`config.mk`:
```
export PLATFORM = sky130hd
export DESIGN_NAME = addsub_stream_core
export DESIGN_NICKNAME = d
export VERILOG_FILES = /design/src/rtl/addsub_pkg.sv /design/src/rtl/addsub_out_fifo.sv /design/src/rtl/addsub_stream_core.sv
export SDC_FILE = /design/constraint.sdc
export NUM_CORES = 1
export LEC_CHECK = 0
export CORE_MARGIN = 10
export CORE_UTILIZATION = 63
export DETAILED_ROUTE_END_ITERATION = 7
export HOLD_SLACK_MARGIN = 0.08
export PLACE_DENSITY = 0.92
export SETUP_SLACK_MARGIN = 0.5
export SLEW_MARGIN = 20
export SYNTH_ARGS = -nofsm -noshare
export SYNTH_HDL_FRONTEND = slang
export SYNTH_HIERARCHICAL = 1
export SYNTH_SLANG_ARGS = --single-unit
```
`constraint.sdc`:
```
create_clock -name ap_clk -period 6.3 [get_ports ap_clk]
set_input_delay 1.89 -clock ap_clk [delete_from_list [all_inputs] [get_ports ap_clk]]
set_output_delay 1.89 -clock ap_clk [all_outputs]
set_load 0.1 [all_outputs]
```
`src/rtl/addsub_pkg.sv`:
```
// Shared helpers for the add/sub stream core: derived width helpers,
// error-counter width, and the wrap/saturate narrowing function.
`timescale 1ns/1ps
package addsub_pkg;

  // Width of the tlast-mismatch counter.
  localparam int ERR_CNT_W = 16;

  // Number of components per beat.
  function automatic int calc_nc(input int complex_en);
    return complex_en + 1;
  endfunction

  // Total beat data width.
  function automatic int calc_dw(input int width, input int complex_en);
    return width * (complex_en + 1);
  endfunction

  // Narrow a (w+1)-bit two's complement result to w bits.
  // The value sits in the low w+1 bits of v. With sat=0 the low w bits are
  // kept as-is; with sat=1 an overflow (top two bits differ) clamps to the
  // most negative or most positive w-bit value. Bits above w in the return
  // value are don't-care; callers keep only the low w bits.
  function automatic logic [31:0] sat_wrap(input logic [32:0] v,
                                           input int w,
                                           input logic sat);
    logic [32:0] top_bit;
    logic [32:0] sgn_bit;
    logic [31:0] min_val;
    logic [31:0] res;
    logic        top;
    logic        sgn;
    top_bit = 33'd1 << w;
    sgn_bit = 33'd1 << (w - 1);
    top     = |(v & top_bit);
    sgn     = |(v & sgn_bit);
    min_val = 32'd1 << (w - 1);
    res     = v[31:0];
    if (sat && (top != sgn)) begin
      res = top ? min_val : (min_val - 32'd1);
    end
    return res;
  endfunction

endpackage

```
`src/rtl/addsub_out_fifo.sv`:
```
// Output FIFO for one result stream. Total capacity is 2^DEPTH_LOG2 beats:
// one registered head (drives the output directly) plus a small memory
// behind it. The head keeps its last value when the FIFO goes empty.
`timescale 1ns/1ps
module addsub_out_fifo import addsub_pkg::*; #(
  parameter int DW_E       = 33,
  parameter int DEPTH_LOG2 = 2
) (
  input  logic            ap_clk,
  input  logic            ap_rst_n,
  input  logic            wr_en,
  input  logic [DW_E-1:0] wr_data,
  output logic            full,
  output logic            rd_valid,
  input  logic            rd_ready,
  output logic [DW_E-1:0] rd_data
);

  localparam int DEPTH = 1 << DEPTH_LOG2;

  logic [DW_E-1:0]       mem_q [DEPTH];
  logic [DEPTH_LOG2-1:0] wr_ptr_q, wr_ptr_d;
  logic [DEPTH_LOG2-1:0] rd_ptr_q, rd_ptr_d;
  logic [DEPTH_LOG2:0]   mem_cnt_q, mem_cnt_d;
  logic                  head_valid_q, head_valid_d;
  logic [DW_E-1:0]       head_data_q, head_data_d;
  logic                  push;
  logic                  pop;
  logic                  head_free;
  logic                  mem_we;
  logic                  mem_rd;

  // Full counts the head slot plus memory entries; it is a registered view,
  // so a read in the same cycle does not open room for a write.
  assign full     = (mem_cnt_q + {{DEPTH_LOG2{1'b0}}, head_valid_q})
                    == (DEPTH_LOG2 + 1)'(DEPTH);
  assign rd_valid = head_valid_q;
  assign rd_data  = head_data_q;
  assign push     = wr_en & ~full;
  assign pop      = head_valid_q & rd_ready;
  assign head_free = ~head_valid_q | pop;

  // Refill the head from memory (oldest first), bypass straight to the head
  // when memory is empty, otherwise queue the new beat in memory.
  always_comb begin
    wr_ptr_d     = wr_ptr_q;
    rd_ptr_d     = rd_ptr_q;
    mem_cnt_d    = mem_cnt_q;
    head_valid_d = head_valid_q;
    head_data_d  = head_data_q;
    mem_we       = 1'b0;
    mem_rd       = 1'b0;
    if (head_free) begin
      if (mem_cnt_q != '0) begin
        head_valid_d = 1'b1;
        head_data_d  = mem_q[rd_ptr_q];
        mem_rd       = 1'b1;
        mem_we       = push;
      end else if (push) begin
        head_valid_d = 1'b1;
        head_data_d  = wr_data;
      end else begin
        head_valid_d = 1'b0;
      end
    end else begin
      mem_we = push;
    end
    if (mem_we) begin
      wr_ptr_d = wr_ptr_q + 1'b1;
    end
    if (mem_rd) begin
      rd_ptr_d = rd_ptr_q + 1'b1;
    end
    if (mem_we && !mem_rd) begin
      mem_cnt_d = mem_cnt_q + 1'b1;
    end else if (!mem_we && mem_rd) begin
      mem_cnt_d = mem_cnt_q - 1'b1;
    end
  end

  // Pointer, count and head registers; reset empties the FIFO at once.
  always_ff @(posedge ap_clk or negedge ap_rst_n) begin
    if (!ap_rst_n) begin
      wr_ptr_q     <= '0;
      rd_ptr_q     <= '0;
      mem_cnt_q    <= '0;
      head_valid_q <= 1'b0;
      head_data_q  <= '0;
    end else begin
      wr_ptr_q     <= wr_ptr_d;
      rd_ptr_q     <= rd_ptr_d;
      mem_cnt_q    <= mem_cnt_d;
      head_valid_q <= head_valid_d;
      head_data_q  <= head_data_d;
    end
  end

  // Storage array; contents need no reset since the count gates reads.
  always_ff @(posedge ap_clk) begin
    if (mem_we) begin
      mem_q[wr_ptr_q] <= wr_data;
    end
  end

endmodule

```
`src/rtl/addsub_stream_core.sv`:
```
// Two-stream add/subtract engine: joins streams A and B beat-by-beat and
// writes A+B and A-B into independent output FIFOs.
// Optional macro ADDSUB_TLAST_CHK_EN adds the err_cnt port counting beats
// whose a_tlast and b_tlast disagree.
`timescale 1ns/1ps
module addsub_stream_core import addsub_pkg::*; #(
  parameter  int WIDTH           = 16,
  parameter  int COMPLEX         = 1,
  parameter  int FIFO_DEPTH_LOG2 = 2,
  localparam int NC              = calc_nc(COMPLEX),
  localparam int DW              = calc_dw(WIDTH, COMPLEX)
) (
  input  logic          ap_clk,
  input  logic          ap_rst_n,
  input  logic          mode_sat,
  input  logic [DW-1:0] a_tdata,
  input  logic          a_tvalid,
  output logic          a_tready,
  input  logic          a_tlast,
  input  logic [DW-1:0] b_tdata,
  input  logic          b_tvalid,
  output logic          b_tready,
  input  logic          b_tlast,
  output logic [DW-1:0] add_tdata,
  output logic          add_tvalid,
  input  logic          add_tready,
  output logic          add_tlast,
  output logic [DW-1:0] sub_tdata,
  output logic          sub_tvalid,
  input  logic          sub_tready,
  output logic          sub_tlast
`ifdef ADDSUB_TLAST_CHK_EN
  ,
  output logic [ERR_CNT_W-1:0] err_cnt
`endif
);

  logic          add_full;
  logic          sub_full;
  logic          fire;
  logic [DW-1:0] add_res;
  logic [DW-1:0] sub_res;
  logic [DW:0]   add_out;
  logic [DW:0]   sub_out;

  // Both inputs move together only when both results have room.
  assign fire     = a_tvalid & b_tvalid & ~add_full & ~sub_full;
  assign a_tready = fire;
  assign b_tready = fire;

  // Per-component arithmetic at WIDTH+1 bits; no carry crosses components.
  for (genvar gi = 0; gi < NC; gi++) begin : g_comp
    logic [WIDTH-1:0] a_c;
    logic [WIDTH-1:0] b_c;
    logic [WIDTH:0]   sum_x;
    logic [WIDTH:0]   dif_x;
    assign a_c   = a_tdata[gi*WIDTH +: WIDTH];
    assign b_c   = b_tdata[gi*WIDTH +: WIDTH];
    assign sum_x = {a_c[WIDTH-1], a_c} + {b_c[WIDTH-1], b_c};
    assign dif_x = {a_c[WIDTH-1], a_c} - {b_c[WIDTH-1], b_c};
    assign add_res[gi*WIDTH +: WIDTH] = WIDTH'(sat_wrap(33'(sum_x), WIDTH, mode_sat));
    assign sub_res[gi*WIDTH +: WIDTH] = WIDTH'(sat_wrap(33'(dif_x), WIDTH, mode_sat));
  end

  addsub_out_fifo #(
    .DW_E       (DW + 1),
    .DEPTH_LOG2 (FIFO_DEPTH_LOG2)
  ) u_add_fifo (
    .ap_clk   (ap_clk),
    .ap_rst_n (ap_rst_n),
    .wr_en    (fire),
    .wr_data  ({a_tlast, add_res}),
    .full     (add_full),
    .rd_valid (add_tvalid),
    .rd_ready (add_tready),
    .rd_data  (add_out)
  );

  addsub_out_fifo #(
    .DW_E       (DW + 1),
    .DEPTH_LOG2 (FIFO_DEPTH_LOG2)
  ) u_sub_fifo (
    .ap_clk   (ap_clk),
    .ap_rst_n (ap_rst_n),
    .wr_en    (fire),
    .wr_data  ({a_tlast, sub_res}),
    .full     (sub_full),
    .rd_valid (sub_tvalid),
    .rd_ready (sub_tready),
    .rd_data  (sub_out)
  );

  assign add_tdata = add_out[DW-1:0];
  assign add_tlast = add_out[DW];
  assign sub_tdata = sub_out[DW-1:0];
  assign sub_tlast = sub_out[DW];

`ifdef ADDSUB_TLAST_CHK_EN
  logic [ERR_CNT_W-1:0] err_cnt_q, err_cnt_d;

  // Count fired beats with disagreeing tlast, holding at all-ones.
  always_comb begin
    err_cnt_d = err_cnt_q;
    if (fire && (a_tlast != b_tlast) && (err_cnt_q != '1)) begin
      err_cnt_d = err_cnt_q + 1'b1;
    end
  end

  // Mismatch counter register.
  always_ff @(posedge ap_clk or negedge ap_rst_n) begin
    if (!ap_rst_n) begin
      err_cnt_q <= '0;
    end else begin
      err_cnt_q <= err_cnt_d;
    end
  end

  assign err_cnt = err_cnt_q;
`else
  logic unused_b_tlast;
  assign unused_b_tlast = b_tlast;
`endif

endmodule
```
==> results of run 1 <==
## area by class of cell
cell class                      instances  area [um^2]  area share
Multi-Input combinational cell        728         6630       0.332
Sequential cell                       346         9980       0.499
Clock inverter                         17          138     0.00688
Inverter                               72          270      0.0135
Clock buffer                           46          967      0.0484
Timing Repair Buffer                  164         1580      0.0792
Tap cell                              341          427      0.0213
## per-stage QoR
| stage | setup WS, ps | instances | hold slack (ps) | utilization |
|---|---|---|---|---|
| 2_1_floorplan | 748 | 1222 | 482 | - |
| 3_3_place_gp | 428 | 1650 | 457 | 0.698 |
| 3_5_place_dp | 235 | 1650 | 464 | 0.698 |
| 4_1_cts | 613 | 1713 | 478 | 0.739 |
| 5_1_grt | 597 | 1714 | 483 | 0.740 |
| 6_report | 730 | 1714 | 475 | 0.740 |
## kinds of logic (layout without fill, tap and decap cells)
group	Yosys count	after routing	synth area share
flip-flops	346	346	0.576
AO/OA/AOI/OAI	339	339	0.146
XOR/XNOR	65	65	0.0328
buffers and inverters	148	299	0.0424
AND/OR/NAND/NOR	169	169	0.0506
adder cells (fa/ha/maj)	84	84	0.0632
multiplexers	71	71	0.0889
## synthesized netlist by cell type (all sizes together) (8+ instances only)
library cell and count:
a211oi 8, a21o 75, a21oi 79, a32o 66, and3 11, buf 48, clkbuf 28, dfrtp 82
edfxtp 264, ha 78, inv 72, mux4 66, nand2 27, nand2b 14, nand3 10, nor2 55
nor2b 12, nor3 10, o21ai 58, o21bai 10, xnor2 44, xor2 21
## cells in the final DEF, fill, tap and decap left out, types with 8 or more instances in the layout
cell type | netlist | final
edfxtp_1 | 264 | 264
dfrtp_1 | 82 | 78
o21bai_1 | 10 | 10
o21ai_0 | 24 | 24
nor2b_1 | 12 | 12
buf_4 | 4 | 25
a32o_1 | 66 | 66
nand2b_1 | 14 | 14
nand3_1 | 10 | 10
nand2_1 | 27 | 27
o21ai_1 | 30 | 29
and3_1 | 11 | 11
xor2_1 | 21 | 21
ha_1 | 78 | 78
nor3_1 | 9 | 8
inv_1 | 68 | 68
clkdlybuf4s50_1 | 0 | 138
mux4_2 | 66 | 66
a21oi_1 | 66 | 66
a21o_1 | 75 | 75
clkbuf_16 | 0 | 35
xnor2_1 | 44 | 44
a21oi_2 | 13 | 13
nor2_1 | 55 | 55
## registers in the layout (all words and copies together), names as in the netlist
name,flops
u_sub_fifo/rd_data,33
u_sub_fifo/rd_ptr_q,2
u_add_fifo/wr_ptr_q,2
u_add_fifo/mem_q,132
u_add_fifo/rd_ptr_q,2
u_sub_fifo/mem_cnt_q,3
u_sub_fifo/mem_q,132
u_add_fifo/rd_data,33
u_sub_fifo/wr_ptr_q,2
u_sub_fifo/rd_valid,1
u_add_fifo/mem_cnt_q,3
u_add_fifo/rd_valid,1
## worst register-to-register path: cells and delay by family (launching register included)
| kind | cells | cell delay, ps |
|---|---|---|
| flip-flops | 1 | 450 |
| adder cells (fa/ha/maj) | 4 | 980 |
| buffers and inverters | 3 | 340 |
| AO/OA/AOI/OAI | 1 | 290 |
| XOR/XNOR | 3 | 500 |
| AND/OR/NAND/NOR | 4 | 880 |
## routing by layer
metal / vias up / global-route usage / routed length, um
met5: - / 0 / 0
met4: 0 / 0.109 / 1870
met3: 140 / 0.0446 / 4350
met2: 815 / 0.442 / 22500
met1: 5655 / 0.333 / 16600
li1: 4939 / - / -
## worst paths after layout
kind	to	slack (ps)	cells past startpoint
setup reg to reg	u_add_fifo/mem_cnt_q[2]	2780	15
hold / removal	u_sub_fifo/rd_data[26]	470	1
min in group asynchronous	u_sub_fifo/rd_data[24]	1280	1
max in group asynchronous	u_add_fifo/rd_ptr_q[1]	3810	2
setup / recovery	u_add_fifo/rd_data[23]	730	13
hold reg to reg	u_sub_fifo/rd_data[26]	470	1
## power breakdown
part | internal [mW] | switching (mW)
clock network | 1.13 | 0.868
logic | 1.50 | 3.15
registers | 3.12 | 0.366
total | 5.75 | 4.39
==> results.yml, run 1 <==
run_status:
  outcome: "finished, final reports clean"
yosys:
  synthesis.area_mm2: 0.0173
  ys_ff_latch: 346
  synth-main-ff-cell: "edfxtp_1"
  ys_warn_count: 6
  syn-instance-count: 1222
  syn_avg_cell_area_um2: 14.2
  synth_fp_nets: 1379
  yosys-top-cells-area: "edfxtp_1 (46%), dfrtp_1 (12%), mux4_2 (8.6%)"
  yosysUniqueCellTypes: 67
  yosys.area.top_type: "edfxtp_1"
  synth_top_area_frac: 0.457
  synth_seq_area_share: 0.576
  synth-edff-count: 264
  async_reset_ff_frac: 0.237
setup_path:
  cp-start-kind: "input port"
  critPathMaxFanout: 15
  path_delay_family: "compound AO/OA/AOI/OAI gates"
  arrival_ps: 5960
  path_cells: "clkdlybuf4s50_1, inv_1, ha_1, nor2b_1, a21oi_1, nand3_1, a2111o_1, a311o_1, and3b_1, o21ai_2, o21ai_1, a32o_1, a21o_1"
  critPathRequiredTime_ps: 6690
  critPathBufInv: 2
  critical_path_class: "in2reg"
  r2r_start: "u_sub_fifo/mem_cnt_q[0]"
  max_stage_delay_ps: 520
  critPathLaunch: "b_tdata[20]"
  endpoint_kind: "flip-flop"
  critPathSlowestCell: "o21ai_2"
job:
  maxCapViolCount: 0
sta:
  tightest_slew_ps: 1010
  hold_viol: 0
  fmax_mhz: 180
  max_slew_margin: 0.322
  rsz0062_at_grt: "false"
  skew_ps: 23.8
  final-max-slew-violation-count: 0
  tns_ps: 0
  setup_viol: 0
  min_period_ps: 5570
  period_share: 0.884
grt:
  antenna_found_initial: 0
  grt_usage: 0.263
  grt_first_pass_wirelength_um: 69000
  grt_overflow: 0
  grt_pass1_vias: 11600
  grt_max_degree: 62
finish:
  post-route-cell-area_mm2: 0.0200
  drive_above_1_share: 0.143
  synthToLayoutAreaGrowth_pct: 15.4
  n_antenna_cell: 0
  fillerInstances: 1554
  finalNetCount: 1504
placed_design:
  port_buffers: 141
  placedInstanceArea_mm2: 0.0189
  gp_congestion: 0.918
  dp_hpwl_um: 29900
cts:
  h-tree-depth: 2
  clockRootBuffer: "clkbuf_16"
  clock-sinks: 346
  cts_hold_buf: 0
  cts_tree: "built"
  ctsLongestPathBuffers: 3
  clk_pin_slew_ps: 60
  cts_repair_resize_count: 0
  post_cts_buffers: 0
  cts_buffers: 35
  worstSkewPairLatency_ps: 530
power:
  leakagePower_nw: 7.68
  ir_worst_vdd_mv: 0.372
  power_mw: 10.1
  powerDensity_mw_per_mm2: 507
drt:
  vias_per_cell: 6.74
  drt_iter0_drc: 1593
  wl_per_cell_um: 26.4
  route.detailed.drc: 0
  vias: 11500
  routed_wl_um: 45300
  firstDrtPassIters: 8
  ant_nets: 0
floorplanning:
  core_mm2: 0.0270
  row_count: 60
  dieArea_mm2: 0.0346
  die_w_um: 186
  start_util: 0.641
  die_h_um: 186
  ios: 143
worst_hold_path:
  worstHoldPathType: "reg2reg"
  min_from: "u_sub_fifo/rd_data[26]"
Power figures use the tool's default switching activity.
==> run 2: changes to the inputs <==
- CORE_MARGIN: 10 -> 2
==> run 2 against run 1 <==
  * Non-clock buffer count increased by 4
  * Maximum frequency decreased by 1.4%
  * Clock power increased by 7%
  * Via count increased by 2.5%
  * Sequential cell count unchanged
  * Sequential share of layout area decreased by 0.25 points
  * Register-to-register slack improved by 90 ps
  * Power increased by 1.9%
  * Critical path type unchanged
==> results.yml, run 2 (synthesis gave the netlist of run 1 again) <==
run_status:
  outcome: "finished, final reports clean"
finish:
  finalNetCount: 1508
  layout_commonest_cell: "edfxtp_1"
  drive_above_1_share: 0.147
  top_regs: "u_add_fifo/mem_q x132, u_sub_fifo/mem_q x132"
  n_antenna_cell: 0
  synthToLayoutAreaGrowth_pct: 15.9
  final_cell_mix: "edfxtp_1 (264), clkdlybuf4s50_1 (138), dfrtp_1 (79), ha_1 (78), a21o_1 (75)"
  post-route-cell-area_mm2: 0.0201
  stdcell_count: 1718
drt:
  met2_wirelength_um: 22500
  vias_per_cell: 6.89
  routed_wl_um: 46800
  drt_iter0_drc: 1591
  route.detailed.drc: 0
  vias: 11800
  met1Wirelength_um: 16900
  wl_per_cell_um: 27.2
  firstDrtPassIters: 6
  wl_met3_um: 4820
  ant_nets: 0
  top_layer: "met4"
grt:
  grt_first_pass_wirelength_um: 71500
  grt_pass1_vias: 11900
  grt_usage: 0.331
  grt_max_degree: 83
  grt_overflow: 0
  antenna_found_initial: 0
sta:
  tns_ps: 0
  hold_viol: 0
  max_slew_margin: 0.207
  layout_setup_ws_ps: 654
  fmax_mhz: 177
  min_period_ps: 5650
  tightest_slew_ps: 1180
  rsz0062_at_grt: "false"
  period_share: 0.896
  final-max-slew-violation-count: 0
  skew_ps: 15.8
  setup_viol: 0
cts:
  cts_tree: "built"
  post_cts_buffers: 0
  cts_buffers: 35
  clock-sinks: 346
  clockRootBuffer: "clkbuf_16"
  clk_pin_slew_ps: 60
  ctsLongestPathBuffers: 3
  worstSkewPairLatency_ps: 530
  h-tree-depth: 2
power:
  power_mw: 10.3
  powerDensity_mw_per_mm2: 514
  ir_worst_vdd_mv: 0.384
  leakagePower_nw: 7.73
floorplanning:
  ios: 143
  core_mm2: 0.0270
  start_util: 0.643
  die_h_um: 170
  die_w_um: 170
  dieArea_mm2: 0.0289
  row_count: 60
setup_path:
  critical_path_class: "in2reg"
  critPathMaxFanout: 14
  arrival_ps: 6060
  endpoint_kind: "flip-flop"
  cp-start-kind: "input port"
  critPathRequiredTime_ps: 6710
placed_design:
  dp_slack_ps: 177
  port_buffers: 141
  placed_cells: 1655
  gp_congestion: 0.972
  placedInstanceArea_mm2: 0.0189
  dp_hpwl_um: 28600
job:
  maxCapViolCount: 0
worst_hold_path:
  worstHoldPathType: "reg2reg"
## run 2: cell count changes in the layout (fill, tap and decap cells not counted), sizes merged
cell / change
bufinv: +2
buf: +4
clkinv: -2
## run 2: report_power, final
part	switching, mW	total (mW)	internal, mW
combinational	3.22	4.72	1.50
sequential	0.350	3.47	3.12
clock	0.922	2.15	1.22
## run 2: metal layers
metal / global-route usage / vias up
met2: 0.541 / 865
li1: - / 4936
met4: 0.152 / 0
met3: 0.0607 / 203
met1: 0.437 / 5837
met5: 0 / -
## run 2: layout make-up
cell class,instances,area (um^2)
repair buffers,168,1610
inverters,72,270
well taps,341,427
flip-flops and latches,346,9980
fillers,1525,6850
multi-input cells,728,6640
clock inverters,17,204
clock buffers,46,967
## run 2: worst paths after layout
| kind | slack, ps | start | cells past startpoint | to |
|---|---|---|---|---|
| max reg2reg | 2870 | u_add_fifo/mem_cnt_q[0] | 15 | u_add_fifo/mem_cnt_q[2] |
| max | 650 | a_tdata[16] | 17 | u_sub_fifo/rd_data[22] |
| min reg2reg | 480 | u_sub_fifo/rd_data[8] | 1 | u_sub_fifo/rd_data[8] |
| max in group asynchronous | 4300 | ap_rst_n | 1 | u_sub_fifo/rd_ptr_q[0] |
| min in group asynchronous | 1430 | ap_rst_n | 1 | u_add_fifo/mem_cnt_q[2] |
| min | 480 | u_sub_fifo/rd_data[8] | 1 | u_sub_fifo/rd_data[8] |
## run 2: critical path, stage by stage
cell and delay [ps]:
clkdlybuf4s50_1 450, inv_1 90, ha_1 180, inv_1 80
fa_1 460, a211oi_1 280, o21bai_1 130, a21oi_2 290
o311ai_1 250, a2111oi_2 480, buf_4 180, nand2_1 70
o21ai_2 160, buf_4 230, o21ai_0 320, a32o_1 340
a21o_1 170
## run 2: repair_timing
| item | CTS | global route |
|---|---|---|
| hold buffers | 0 | 0 |
| gates resized for setup | 0 | 2 |
| endpoints found under the setup margin | 0 | 13 |
## run 2: per-stage QoR
stage	hold slack (ps)	utilization
6_report	476	0.746
5_1_grt	481	0.746
4_1_cts	479	0.745
3_5_place_dp	464	0.702
3_3_place_gp	458	0.702
2_1_floorplan	482	-
